<file path="src/rtl/cejmu_pkg.sv">
// Shared definitions for the cejmu bitstream blocks: decoder state type,
// default decoder width and the output-mux slot of the decoder.
package cejmu_pkg;

    typedef enum logic [1:0] {
        IDLE = 2'd0,
        RUN  = 2'd1,
        DONE = 2'd2
    } bsd_state_t;

    localparam int          BSD_WIDTH = 8;
    localparam logic [1:0]  SEL_BSD   = 2'b01;

endpackage

</file>
<file path="src/rtl/bstream_decoder.sv">
// Stochastic bitstream decoder: counts ones over a window of 2^WIDTH valid
// samples and publishes the count as a WIDTH-bit value, saturating at N.
module bstream_decoder
    import cejmu_pkg::*;
#(
    parameter int WIDTH = BSD_WIDTH
) (
    input  logic             clk,
    input  logic             rst,
    input  logic             start,
    input  logic             continuous,
    input  logic             bit_in,
    input  logic             bit_valid,
    output logic [WIDTH-1:0] value,
    output logic             sat,
    output logic             busy,
    output logic             done
);

    // Ones count that means every sample in the window was a one.
    localparam logic [WIDTH:0] N_FULL = {1'b1, {WIDTH{1'b0}}};

    bsd_state_t       state, state_nxt;
    logic [WIDTH-1:0] smp_cnt;
    logic [WIDTH:0]   ones_cnt;
    logic [WIDTH:0]   ones_final;
    logic             clr;
    logic             smp_en;
    logic             last_smp;

    // Map a ones count 0..N to {sat, value}; a full count cannot be
    // represented in WIDTH bits, so it becomes all-ones with sat set.
    function automatic logic [WIDTH:0] saturate(input logic [WIDTH:0] ones);
        if (ones == N_FULL)
            return {1'b1, {WIDTH{1'b1}}};
        return {1'b0, ones[WIDTH-1:0]};
    endfunction

    // Count including the sample on the current edge, used for the last one.
    assign ones_final = ones_cnt + {{WIDTH{1'b0}}, bit_in};

    // State register.
    always_ff @(posedge clk or posedge rst) begin
        if (rst)
            state <= IDLE;
        else
            state <= state_nxt;
    end

    // Next-state logic and counter control strobes.
    always_comb begin
        state_nxt = state;
        clr       = 1'b0;
        smp_en    = 1'b0;
        last_smp  = 1'b0;
        case (state)
            IDLE: begin
                if (start) begin
                    clr       = 1'b1;
                    state_nxt = RUN;
                end
            end
            RUN: begin
                if (bit_valid) begin
                    smp_en = 1'b1;
                    if (smp_cnt == '1) begin
                        last_smp  = 1'b1;
                        state_nxt = DONE;
                    end
                end
            end
            DONE: begin
                if (continuous || start) begin
                    clr       = 1'b1;
                    state_nxt = RUN;
                end else begin
                    state_nxt = IDLE;
                end
            end
            default: state_nxt = IDLE;
        endcase
    end

    // Sample and ones counters; cleared when a window begins.
    always_ff @(posedge clk or posedge rst) begin
        if (rst) begin
            smp_cnt  <= '0;
            ones_cnt <= '0;
        end else if (clr) begin
            smp_cnt  <= '0;
            ones_cnt <= '0;
        end else if (smp_en) begin
            smp_cnt  <= smp_cnt + 1'b1;
            ones_cnt <= ones_final;
        end
    end

    // Result register, loaded only on the transition into DONE.
    always_ff @(posedge clk or posedge rst) begin
        if (rst) begin
            value <= '0;
            sat   <= 1'b0;
        end else if (last_smp) begin
            {sat, value} <= saturate(ones_final);
        end
    end

    // Registered status flags follow the upcoming state.
    always_ff @(posedge clk or posedge rst) begin
        if (rst) begin
            busy <= 1'b0;
            done <= 1'b0;
        end else begin
            busy <= (state_nxt == RUN);
            done <= (state_nxt == DONE);
        end
    end

endmodule
</file>
<file path="config.mk">
export PLATFORM = sky130hd
export DESIGN_NAME = bstream_decoder
export DESIGN_NICKNAME = d
export VERILOG_FILES = /design/src/rtl/cejmu_pkg.sv /design/src/rtl/bstream_decoder.sv
export SDC_FILE = /design/constraint.sdc
export NUM_CORES = 1
export LEC_CHECK = 0
export CAP_MARGIN = 30
export CORE_MARGIN = 2
export CORE_UTILIZATION = 45
export CTS_CLUSTER_DIAMETER = 150
export DETAILED_ROUTE_END_ITERATION = 7
export HOLD_SLACK_MARGIN = 0.05
export PLACE_DENSITY = 0.66
export SLEW_MARGIN = 10
export SYNTH_ARGS = -nofsm -noshare
export SYNTH_HDL_FRONTEND = slang
export SYNTH_SLANG_ARGS = --single-unit
export TNS_END_PERCENT = 20
</file>
<file path="constraint.sdc">
create_clock -name clk -period 4.45 [get_ports clk]
set_input_delay 1.335 -clock clk [delete_from_list [all_inputs] [get_ports clk]]
set_output_delay 1.335 -clock clk [all_outputs]
set_load 0.1 [all_outputs]
</file>
# Word level (Yosys, flattened, before mapping)
# Index checks and enable logic that the tools add are counted.
# totals
register_bits	30
# classes
eq_ne	6
reduce_logical	3
mux	21
add_sub_neg	2
# ops
cell	n
9-bit two-way mux	4
8-bit two-way mux	2
1-bit two-way mux	10
9-bit by 1-bit adder with 9-bit output	1
9-bit equality test, second input constant	1
8-bit by 1-bit adder with 8-bit output, second input constant	1
8-bit equality test, second input constant	1
2-bit two-way mux	3
2-bit case mux with 3 select lines	1
2-bit by 1-bit equality test with 1-bit output, second input constant	2
2-bit equality test, second input constant	2
2-bit logical NOT	1
1-bit case mux with 2 select lines	1
2-bit nonzero test	1
1-bit logical OR	1

# Longest topological paths before layout
# Gate-level depths: netlist of run 1.
# depth
word_depth	6
mapped_depth	7

# Least setup slack after synthesis of run 1
# OpenSTA, ideal clock, no wires.
# synth_timing
path_type	input to register
startpoint	input bit_in
endpoint	register value[6]
setup_ps	87
arrival_ps	2549
cell_stages	7
slack_ps	1815
required_time_ps	4363
n_path_buf	0
path_cell_list	ha_1 -> ha_1 -> nand2_1 -> o21a_1 -> nor4_4 -> nand3_4 -> o211ai_1
# synth_via
elab_chain_cells	5
# synth_rtl
element	line	rtl
start, declared	bstream_decoder.sv:12	input logic bit_in,
9-bit by 1-bit adder with 9-bit output *	bstream_decoder.sv:40	assign ones_final = ones_cnt + {{WIDTH{1'b0}}, bit_in};
9-bit equality test	bstream_decoder.sv:34	if (ones == N_FULL)
1-bit two-way mux	bstream_decoder.sv:34	
1-bit two-way mux	bstream_decoder.sv:103	end else if (last_smp) begin
9-bit two-way mux *	bstream_decoder.sv:36	return {1'b0, ones[WIDTH-1:0]};
end signal, assigned	bstream_decoder.sv:104	{sat, value} <= saturate(ones_final);
end, declared	bstream_decoder.sv:14	output logic [WIDTH-1:0] value,
# Every way passes the cells marked *; elsewhere a longest branch is shown, timed or not. The select of a mux whose other input is x is not followed.
# A chain may end at the register's enable or synchronous reset.

# Worst setup path in the final report of run 1
# layout_timing
startpoint	register value[2]
endpoint	output value[2]
# No word-level cell between the ends.

==> results.sh, run 1 <==
export IMPL_status="finished clean"
export IMPL_synthArstFlopShare_pct=100
export IMPL_ys_types=35
export IMPL_yosysMostFrequentCell="dfrtp_1"
export IMPL_grt_pass1_wl_um=5250
export IMPL_synth_commonest_cells="dfrtp_1 (30), nand2_1 (26), o21ai_0 (15), nor2_1 (12), xnor2_1 (8)"
export IMPL_syn_nets=165
export IMPL_r2r_end="value[6]$_DFFE_PP0P_"
export IMPL_path_max_fanout=2
export IMPL_boundaryPins=17
export IMPL_critPathTopFamily="buffers and inverters"
export IMPL_multi_input_area_sq_um=719
export IMPL_final_area_sq_um=1770
export IMPL_dieArea_sq_um=3840
export IMPL_dp_hpwl_um=2120
export IMPL_syn2layout_area_growth_pct=17.3
export IMPL_p_leak_uw=0.000772
export IMPL_period_share_pct=71.2
export IMPL_avgRoutedWirePerCell_um=13.5
export IMPL_regArea_sq_um=751
export IMPL_required_ps=3120
export IMPL_grt_usage_pct=19.1
export IMPL_io_buffers=16
export IMPL_max_stage_delay_ps=1150
export IMPL_fmax_ghz=0.316
export IMPL_grt_max_degree=21
export IMPL_yosys_warnings=0
export IMPL_worstHoldStart="sat$_DFFE_PP0P_"
export IMPL_crit_buf_inv=1
export IMPL_yosys_area_top_type_share_pct=49.6
export IMPL_dominantRegCellSynth="dfrtp_1"
export IMPL_diodes=0
export IMPL_netlist_instances=156
export IMPL_avgViaCountPerCell=5.32
export IMPL_antenna_found_initial=0
export IMPL_ys_seq_area_share_pct=49.6
export IMPL_crit_slowest_cell="clkdlybuf4s50_1"
export IMPL_cts_buffer_depth=2
export IMPL_cts_buffers=5
export IMPL_synth_seq_cells=30
export IMPL_fin_ws_ps=1280
export IMPL_cts_root_buf="clkbuf_4"
export IMPL_drive_above_1_share_pct=6.94
export IMPL_hp_class="flip-flop to flip-flop"
export IMPL_dr_pass1_iters=4
export IMPL_gr_total_overflow=0
export IMPL_ctsHtreeMaxLevel=2
export IMPL_slew_headroom_pct=34.3
export IMPL_cp_arrival_ps=1830
export IMPL_cts_tree="done"
export IMPL_peakVddDrop_uv=207
export IMPL_reg2reg_from="state[1]$_DFF_PP0_"
export IMPL_max_cap_violations=0
export IMPL_synth_edf_count=0
export IMPL_place_gp_congestion=0.846
export IMPL_ant_nets=0
export IMPL_worst_setup_path_end_kind="primary output"
export IMPL_reg2reg_slack_ps=2400
export IMPL_grt_pass1_vias=1137
export IMPL_rsz0062_at_grt="false"
export IMPL_n_fill_cell=310
export IMPL_core_area_sq_um=3280
export IMPL_p_per_area_nw_per_um2=332
export IMPL_cp_start_kind="flip-flop"
export IMPL_clkTransAtPathRegs_ps=90
export IMPL_totalPowerFinal_uw=589
export IMPL_pre_cts_slack_ps=1010
export IMPL_final_setup_tns_ps=0
export IMPL_drc_errors=0
export IMPL_finalMaxSlewViolations=0
export IMPL_finalCriticalPeriod_ps=3170
export IMPL_placed_area_sq_um=1730
export IMPL_worstPathCellList="clkdlybuf4s50_1"
export IMPL_clock_sinks=30
export IMPL_final_nets=182
export IMPL_post_cts_buffers=0
export IMPL_die_x_um=62.0
export IMPL_cts_resized=0
export IMPL_die_h_um=62.0
export IMPL_hold_end="sat$_DFFE_PP0P_"
export IMPL_final_hold_viol_count=0
export IMPL_ctsHoldBuffers=0
export IMPL_syn_cell_area_sq_um=1510
export IMPL_vias=1166
export IMPL_synth_area_top_cells="dfrtp_1 (50%), nand2_1 (6.5%), o21ai_0 (5.0%)"
export IMPL_fin_util_pct=54.0
export IMPL_synth_largest_area_cell="dfrtp_1"
export IMPL_setup_violations=0
export IMPL_worstHoldPathCells=2
export IMPL_drt_wl_total_um=2950
export IMPL_rows=21
export IMPL_rr_worst_depth=5
export IMPL_initial_core_util_pct=46.1
export IMPL_worstMarginPinSlew_ps=983
export IMPL_skew_ps=9.47
export IMPL_drt_initial_drc_count=45
export IMPL_avgSynthCellArea_sq_um=9.70
export IMPL_crit_type="flip-flop to primary output"
export IMPL_clk_latency_ps=330
## how the worst max path moves through the flow
stage,startpoint,endpoint,slack (ps),cells past startpoint
2_1_floorplan,bit_in,value[6]$_DFFE_PP0P_,1810,7
3_3_place_gp,bit_valid,value[6]$_DFFE_PP0P_,1070,6
3_5_place_dp,bit_valid,value[6]$_DFFE_PP0P_,1010,6
4_1_cts,value[0]$_DFFE_PP0P_,value[0],1270,1
5_1_grt,bit_valid,value[5]$_DFFE_PP0P_,1200,6
6_report,value[2]$_DFFE_PP0P_,value[2],1280,1
## power by group
part           leakage (uW)  switching (uW)  internal, uW
combinational      0.000340            67.6          45.7
clock             0.0000308            91.0          56.7
sequential         0.000401            28.4           300
## cells in the final DEF, fill, tap and decap left out, drive strengths merged, types with 3 or more instances in the layout
master,instances
xor2,4
dfrtp,30
and2,3
inv,3
nor3,5
a21oi,5
ha,3
nor2,12
clkdlybuf4s50,16
clkbuf,5
nand3,6
o211ai,5
o21ai,15
xnor2,8
nand2,26
## per-stage QoR
step / hold slack [ps] / cells
6_report: 499 / 219
3_5_place_dp: 480 / 212
5_1_grt: 543 / 219
2_1_floorplan: 470 / 156
3_3_place_gp: 472 / 211
4_1_cts: 503 / 219
## kinds of logic after synthesis
logic type | Yosys count | share of synthesized area, %
AO/OA/AOI/OAI | 35 | 14.1
flip-flops | 30 | 49.6
AND/OR/NAND/NOR | 64 | 22.7
adder cells (fa/ha/maj) | 3 | 2.48
multiplexers | 2 | 1.32
XOR/XNOR | 12 | 6.95
buffers and inverters | 10 | 2.81
## final cells by class
class	count	area share, %
multi-input combinational	116	40.6
timing repair buffer	17	10.6
sequential	30	42.3
clock inverter	2	0.564
tap	46	3.24
clock buffer	5	2.12
inverter	3	0.635
## flip-flops by register name (all words and copies together), names as in the netlist
name / flops
busy: 1
done: 1
ones_cnt: 9
sat: 1
smp_cnt: 8
state: 2
value: 8
## metal layers
metal / global-route usage, % / vias up / wire, um
met5: 0 / - / 0
met4: 6.69 / 0 / 38
met3: 6.00 / 4 / 88
met2: 28.3 / 15 / 1380
met1: 26.4 / 568 / 1450
li1: - / 579 / -
No activity file was read; power rests on OpenSTA's default activity.
==> run 2: changes to the inputs <==
clock period = 3.17 ns   (was 4.45 ns; I/O delays follow)
==> run 2 against run 1 <==
Effect of this change: combinational power increased by 39%; hold slack got worse by 3.3 ps; non-clock buffer count increased by 3; clock-buffer cell count increased by 1; critical path type is now input pin to flip-flop; largest power group unchanged; first-iteration DRC count increased by 31%.
==> results.sh, run 2 (synthesis gave the netlist of run 1 again) <==
export IMPL_final_area_sq_um=1750
export IMPL_n_fill_cell=311
export IMPL_dr_pass1_iters=4
export IMPL_layout_commonest_cell="dfrtp_1"
export IMPL_ant_nets=0
export IMPL_worst_setup_path_end_kind="flip-flop"
export IMPL_gr_total_overflow=0
export IMPL_ctsHoldBuffers=0
export IMPL_worstMarginPinSlew_ps=577
export IMPL_final_nets=185
export IMPL_finalCriticalPeriod_ps=2550
export IMPL_post_cts_buffers=0
export IMPL_place_gp_congestion=0.880
export IMPL_clkTransAtPathRegs_ps=90
export IMPL_core_area_sq_um=3280
export IMPL_initial_core_util_pct=46.1
export IMPL_cts_resized=0
export IMPL_dp_hpwl_um=2080
export IMPL_drt_wl_total_um=2970
export IMPL_grt_pass1_wl_um=5020
export IMPL_clk_latency_ps=330
export IMPL_fmax_ghz=0.393
export IMPL_worstHoldStart="sat$_DFFE_PP0P_"
export IMPL_peakVddDrop_uv=278
export IMPL_die_x_um=62.0
export IMPL_vias=1180
export IMPL_cts_buffer_depth=2
export IMPL_dieArea_sq_um=3840
export IMPL_cts_root_buf="clkbuf_4"
export IMPL_layout_common_cells="dfrtp_1 (30), nand2_1 (26), o21ai_0 (15), buf_4 (15), nor2_1 (12)"
export IMPL_cp_start_kind="input pin"
export IMPL_hp_class="flip-flop to flip-flop"
export IMPL_required_ps=3420
export IMPL_cts_buffers=5
export IMPL_p_leak_uw=0.000798
export IMPL_final_hold_viol_count=0
export IMPL_switchingPower_uw=260
export IMPL_final_setup_tns_ps=0
export IMPL_boundaryPins=17
export IMPL_finalMaxSlewViolations=0
export IMPL_cts_tree="done"
export IMPL_io_buffers=16
export IMPL_drive_above_1_share_pct=14.3
export IMPL_avgRoutedWirePerCell_um=13.5
export IMPL_largest_reg_flops=9
export IMPL_avgViaCountPerCell=5.34
export IMPL_placed_area_sq_um=1700
export IMPL_rows=21
export IMPL_grt_usage_pct=18.4
export IMPL_skew_ps=6.41
export IMPL_crit_type="input pin to flip-flop"
export IMPL_grt_max_degree=31
export IMPL_pwr_share_clk_pct=27.0
export IMPL_cp_arrival_ps=2800
export IMPL_syn2layout_area_growth_pct=15.9
export IMPL_p_seq_share_pct=54.5
export IMPL_setup_violations=0
export IMPL_comb_power_share_pct=18.5
export IMPL_max_cap_violations=0
export IMPL_fin_ws_ps=624
export IMPL_drt_initial_drc_count=59
export IMPL_diodes=0
export IMPL_pre_cts_slack_ps=298
export IMPL_p_int_uw=584
export IMPL_top_regs="ones_cnt (9), smp_cnt (8), value (8)"
export IMPL_clock_sinks=30
export IMPL_drc_errors=0
export IMPL_period_share_pct=80.3
export IMPL_rsz0062_at_grt="false"
export IMPL_slew_headroom_pct=61.4
export IMPL_ctsHtreeMaxLevel=2
export IMPL_top_register="ones_cnt"
export IMPL_die_h_um=62.0
export IMPL_antenna_found_initial=0
export IMPL_path_max_fanout=9
export IMPL_switching_share_pct=30.8
export IMPL_status="finished clean"
export IMPL_crit_start="bit_in"
export IMPL_p_per_area_nw_per_um2=482
export IMPL_grt_pass1_vias=1123
export IMPL_reg2reg_from="ones_cnt[0]$_DFFE_PP0P_"
[run 2: changes by cell type in the layout (fill, tap and decap cells not counted)]
cell             change
clkbuf_8             +1
clkinv_2             -2
clkdlybuf4s50_1     -11
buf_4               +15
buf_16               -1
[run 2: stage by stage]
step                hold slack (ps)  power, uW  cells  utilization, %
CTS                             499        852    221            53.4
detailed placement              478        624    215            51.8
floorplan                       470        576    156               -
finish                          496        844    221            53.4
global route                    539        901    221            53.4
global placement                480        617    215            51.8
[run 2: final timing paths]
path                                            to  slack, ps  depth (start not counted)
hold reg to reg                    sat$_DFFE_PP0P_        500                          2
hold / removal                     sat$_DFFE_PP0P_        500                          2
min in group asynchronous           busy$_DFF_PP0_        980                          3
max in group asynchronous  ones_cnt[0]$_DFFE_PP0P_       1900                          3
setup reg to reg              value[6]$_DFFE_PP0P_       1360                          7
setup / recovery              value[6]$_DFFE_PP0P_        620                          8
[run 2: final cells by class]
cell class / instances / area, sq um / share of cell area (%)
Clock buffer: 6 / 51.3 / 2.93
Multi-Input combinational cell: 116 / 719 / 41.0
Tap cell: 46 / 57.6 / 3.28
Timing Repair Buffer: 20 / 163 / 9.28
Inverter: 3 / 11.3 / 0.642
Sequential cell: 30 / 751 / 42.8
[run 2: routing by layer]
metal  share of wire [%]  wire (um)  GRT usage [%]
met1                  49       1470           23.7
met2                  45       1350           28.4
met3                 3.6        108           4.35
met4                 1.6         49           10.0
met5                   0          0              0
[run 2: power by group through the flow]
stage                     Sequential [uW]  Clock (uW)  Combinational, uW
final                                 460         228                157
after floorplan                       465           0                111
after global routing                  469         250                182
after global placement                464           0                153
after detailed placement              466           0                158
after CTS                             459         233                160
[run 2: critical path: stages]
cell	delay [ps]
clkdlybuf4s50_1	460
ha_1	190
ha_1	260
nand2_1	130
o21a_1	250
nor4_4	260
nand3_4	160
o211ai_1	120
==> run 3: changes to the inputs <==
PLACE_DENSITY = 0.69   (was 0.66)
clock period = 2.15 ns   (was 3.17 ns; I/O delays follow)
==> run 3 against run 2 <==
Effect of this change: routed wire length up 14%; register-to-register slack worse by 970 ps; final cell count up 6.8%; largest cell class is now multi-input gates; critical path depth down 2; worst setup slack worse by 360 ps; total power up 62%; hold slack better by 16 ps.
==> results.sh, run 3 (synthesis gave the netlist of run 1 again) <==
export IMPL_status="finished clean"
export IMPL_finalCriticalPeriod_ps=1880
export IMPL_largest_reg_flops=9
export IMPL_clock_sinks=30
export IMPL_max_stage_delay_ps=470
export IMPL_top_regs="ones_cnt (9), smp_cnt (8), value (8)"
export IMPL_worstPathCellList="clkdlybuf4s50_1 > and3b_1 > nand4_4 > nor4_4 > nand3_2 > nand2_2"
export IMPL_boundaryPins=17
export IMPL_cts_buffer_depth=2
export IMPL_place_gp_congestion=0.886
export IMPL_regArea_sq_um=751
export IMPL_cts_buffers=5
export IMPL_grt_max_degree=31
export IMPL_worst_setup_path_end_kind="flip-flop"
export IMPL_drt_wl_total_um=3390
export IMPL_drive_above_1_share_pct=25.3
export IMPL_p_leak_uw=0.000912
export IMPL_drt_met1_wl_um=1500
export IMPL_p_per_area_nw_per_um2=668
export IMPL_crit_slowest_cell="clkdlybuf4s50_1"
export IMPL_drc_errors=0
export IMPL_crit_type="input pin to flip-flop"
export IMPL_skew_ps=12.8
export IMPL_diodes=0
export IMPL_avgViaCountPerCell=5.37
export IMPL_layout_commonest_cell="dfrtp_1"
export IMPL_n_fill_cell=270
export IMPL_finalMaxSlewViolations=0
export IMPL_syn2layout_area_growth_pct=35.0
export IMPL_hp_class="flip-flop to flip-flop"
export IMPL_vias=1267
export IMPL_initial_core_util_pct=46.1
export IMPL_peakVddDrop_uv=375
export IMPL_rows=21
export IMPL_wl_met3_um=106
export IMPL_gr_total_overflow=0
export IMPL_clk_latency_ps=330
export IMPL_wl_met2_um=1690
export IMPL_cts_tree="done"
export IMPL_placed_cells=227
export IMPL_whs_ps=511
export IMPL_layout_common_cells="dfrtp_1 (30), nand2_1 (24), buf_4 (18), o21ai_0 (15), nor2_1 (12)"
export IMPL_final_nets=198
export IMPL_die_x_um=62.0
export IMPL_top_register="ones_cnt"
export IMPL_critPathTopFamily="simple AND/OR/NAND/NOR gates"
export IMPL_cp_arrival_ps=2150
export IMPL_ant_nets=0
export IMPL_max_cap_violations=0
export IMPL_ctsHtreeMaxLevel=2
export IMPL_dr_max_layer_used="met4"
export IMPL_die_h_um=62.0
export IMPL_crit_buf_inv=1
export IMPL_final_area_sq_um=2040
export IMPL_rsz0062_at_grt="false"
export IMPL_final_hold_viol_count=0
export IMPL_ctsHoldBuffers=0
export IMPL_io_buffers=16
export IMPL_grt_pass1_wl_um=5530
export IMPL_dr_pass1_iters=4
export IMPL_avgRoutedWirePerCell_um=14.3
export IMPL_slew_headroom_pct=57.9
export IMPL_period_share_pct=87.6
export IMPL_dieArea_sq_um=3840
export IMPL_placed_area_sq_um=1890
export IMPL_grt_pass1_vias=1242
export IMPL_fin_ws_ps=266
export IMPL_totalPowerFinal_uw=1360
export IMPL_fin_cells=236
export IMPL_pre_cts_slack_ps=-361
export IMPL_setup_violations=0
export IMPL_core_area_sq_um=3280
export IMPL_path_max_fanout=4
export IMPL_cts_root_buf="clkbuf_4"
export IMPL_dp_hpwl_um=2400
export IMPL_worstMarginPinSlew_ps=629
export IMPL_clkTransAtPathRegs_ps=90
export IMPL_cp_start_kind="input pin"
export IMPL_fmax_ghz=0.531
export IMPL_grt_usage_pct=20.4
export IMPL_required_ps=2410
export IMPL_drt_initial_drc_count=62
export IMPL_multi_input_area_sq_um=803
export IMPL_antenna_found_initial=0
run 3: changes by cell type in the layout (fill, tap and decap cells not counted), moves of 2 or more:
cell     previous run  this run
ha_1                3         1
nand2_1            26        24
buf_12              0         8
ha_4                0         2
buf_4              15        18
run 3: path summary, 6_finish.rpt:
check	startpoint	to	cells past startpoint	slack (ps)
setup / recovery	bit_valid	sat$_DFFE_PP0P_	6	270
hold / removal	value[6]$_DFFE_PP0P_	value[6]$_DFFE_PP0P_	2	510
setup reg to reg	ones_cnt[0]$_DFFE_PP0P_	sat$_DFFE_PP0P_	8	390
hold reg to reg	value[6]$_DFFE_PP0P_	value[6]$_DFFE_PP0P_	2	510
max in group asynchronous	rst	ones_cnt[7]$_DFFE_PP0P_	3	1180
min in group asynchronous	rst	smp_cnt[7]$_DFFE_PP0P_	3	680
run 3: stage by stage:
stage / TNS, ps / util, %
after floorplan: 0 / -
after global placement: -2940 / 57.6
after detailed placement: -3710 / 57.6
after CTS: 0 / 60.0
after global routing: 0 / 62.2
final: 0 / 62.2
run 3: power breakdown:
group | total (uW) | switching [uW] | internal, uW | leakage (uW)
sequential | 693 | 72.4 | 620 | 0.000401
clock | 349 | 191 | 158 | 0.0000353
combinational | 322 | 165 | 157 | 0.000476
total | 1360 | 429 | 936 | 0.000912
run 3: timing repair:
item	CTS	global route
endpoints found under the setup margin	2	10
pin swaps	3	6
gates resized for setup	2	13
buffers inserted	0	0
cloned	1	0
run 3: tightest hold or removal path, cell delays in order (launching register included):
cell and delay (ps):
dfrtp_1 360, nand2_1 50, o211ai_1 70
run 3: layout make-up:
type | count | share of cell area [%]
sequential | 30 | 36.8
multi-input combinational | 117 | 39.3
clock buffer | 7 | 2.70
inverter | 3 | 0.551
timing repair buffer | 32 | 17.6
tap | 46 | 2.82
clock inverter | 1 | 0.245
run 3: layer usage:
| layer | vias to the layer above | GRT usage [%] |
|---|---|---|
| met2 | 20 | 32.6 |
| li1 | 612 | - |
| met5 | - | 0 |
| met3 | 9 | 4.35 |
| met1 | 626 | 25.5 |
| met4 | 0 | 11.6 |
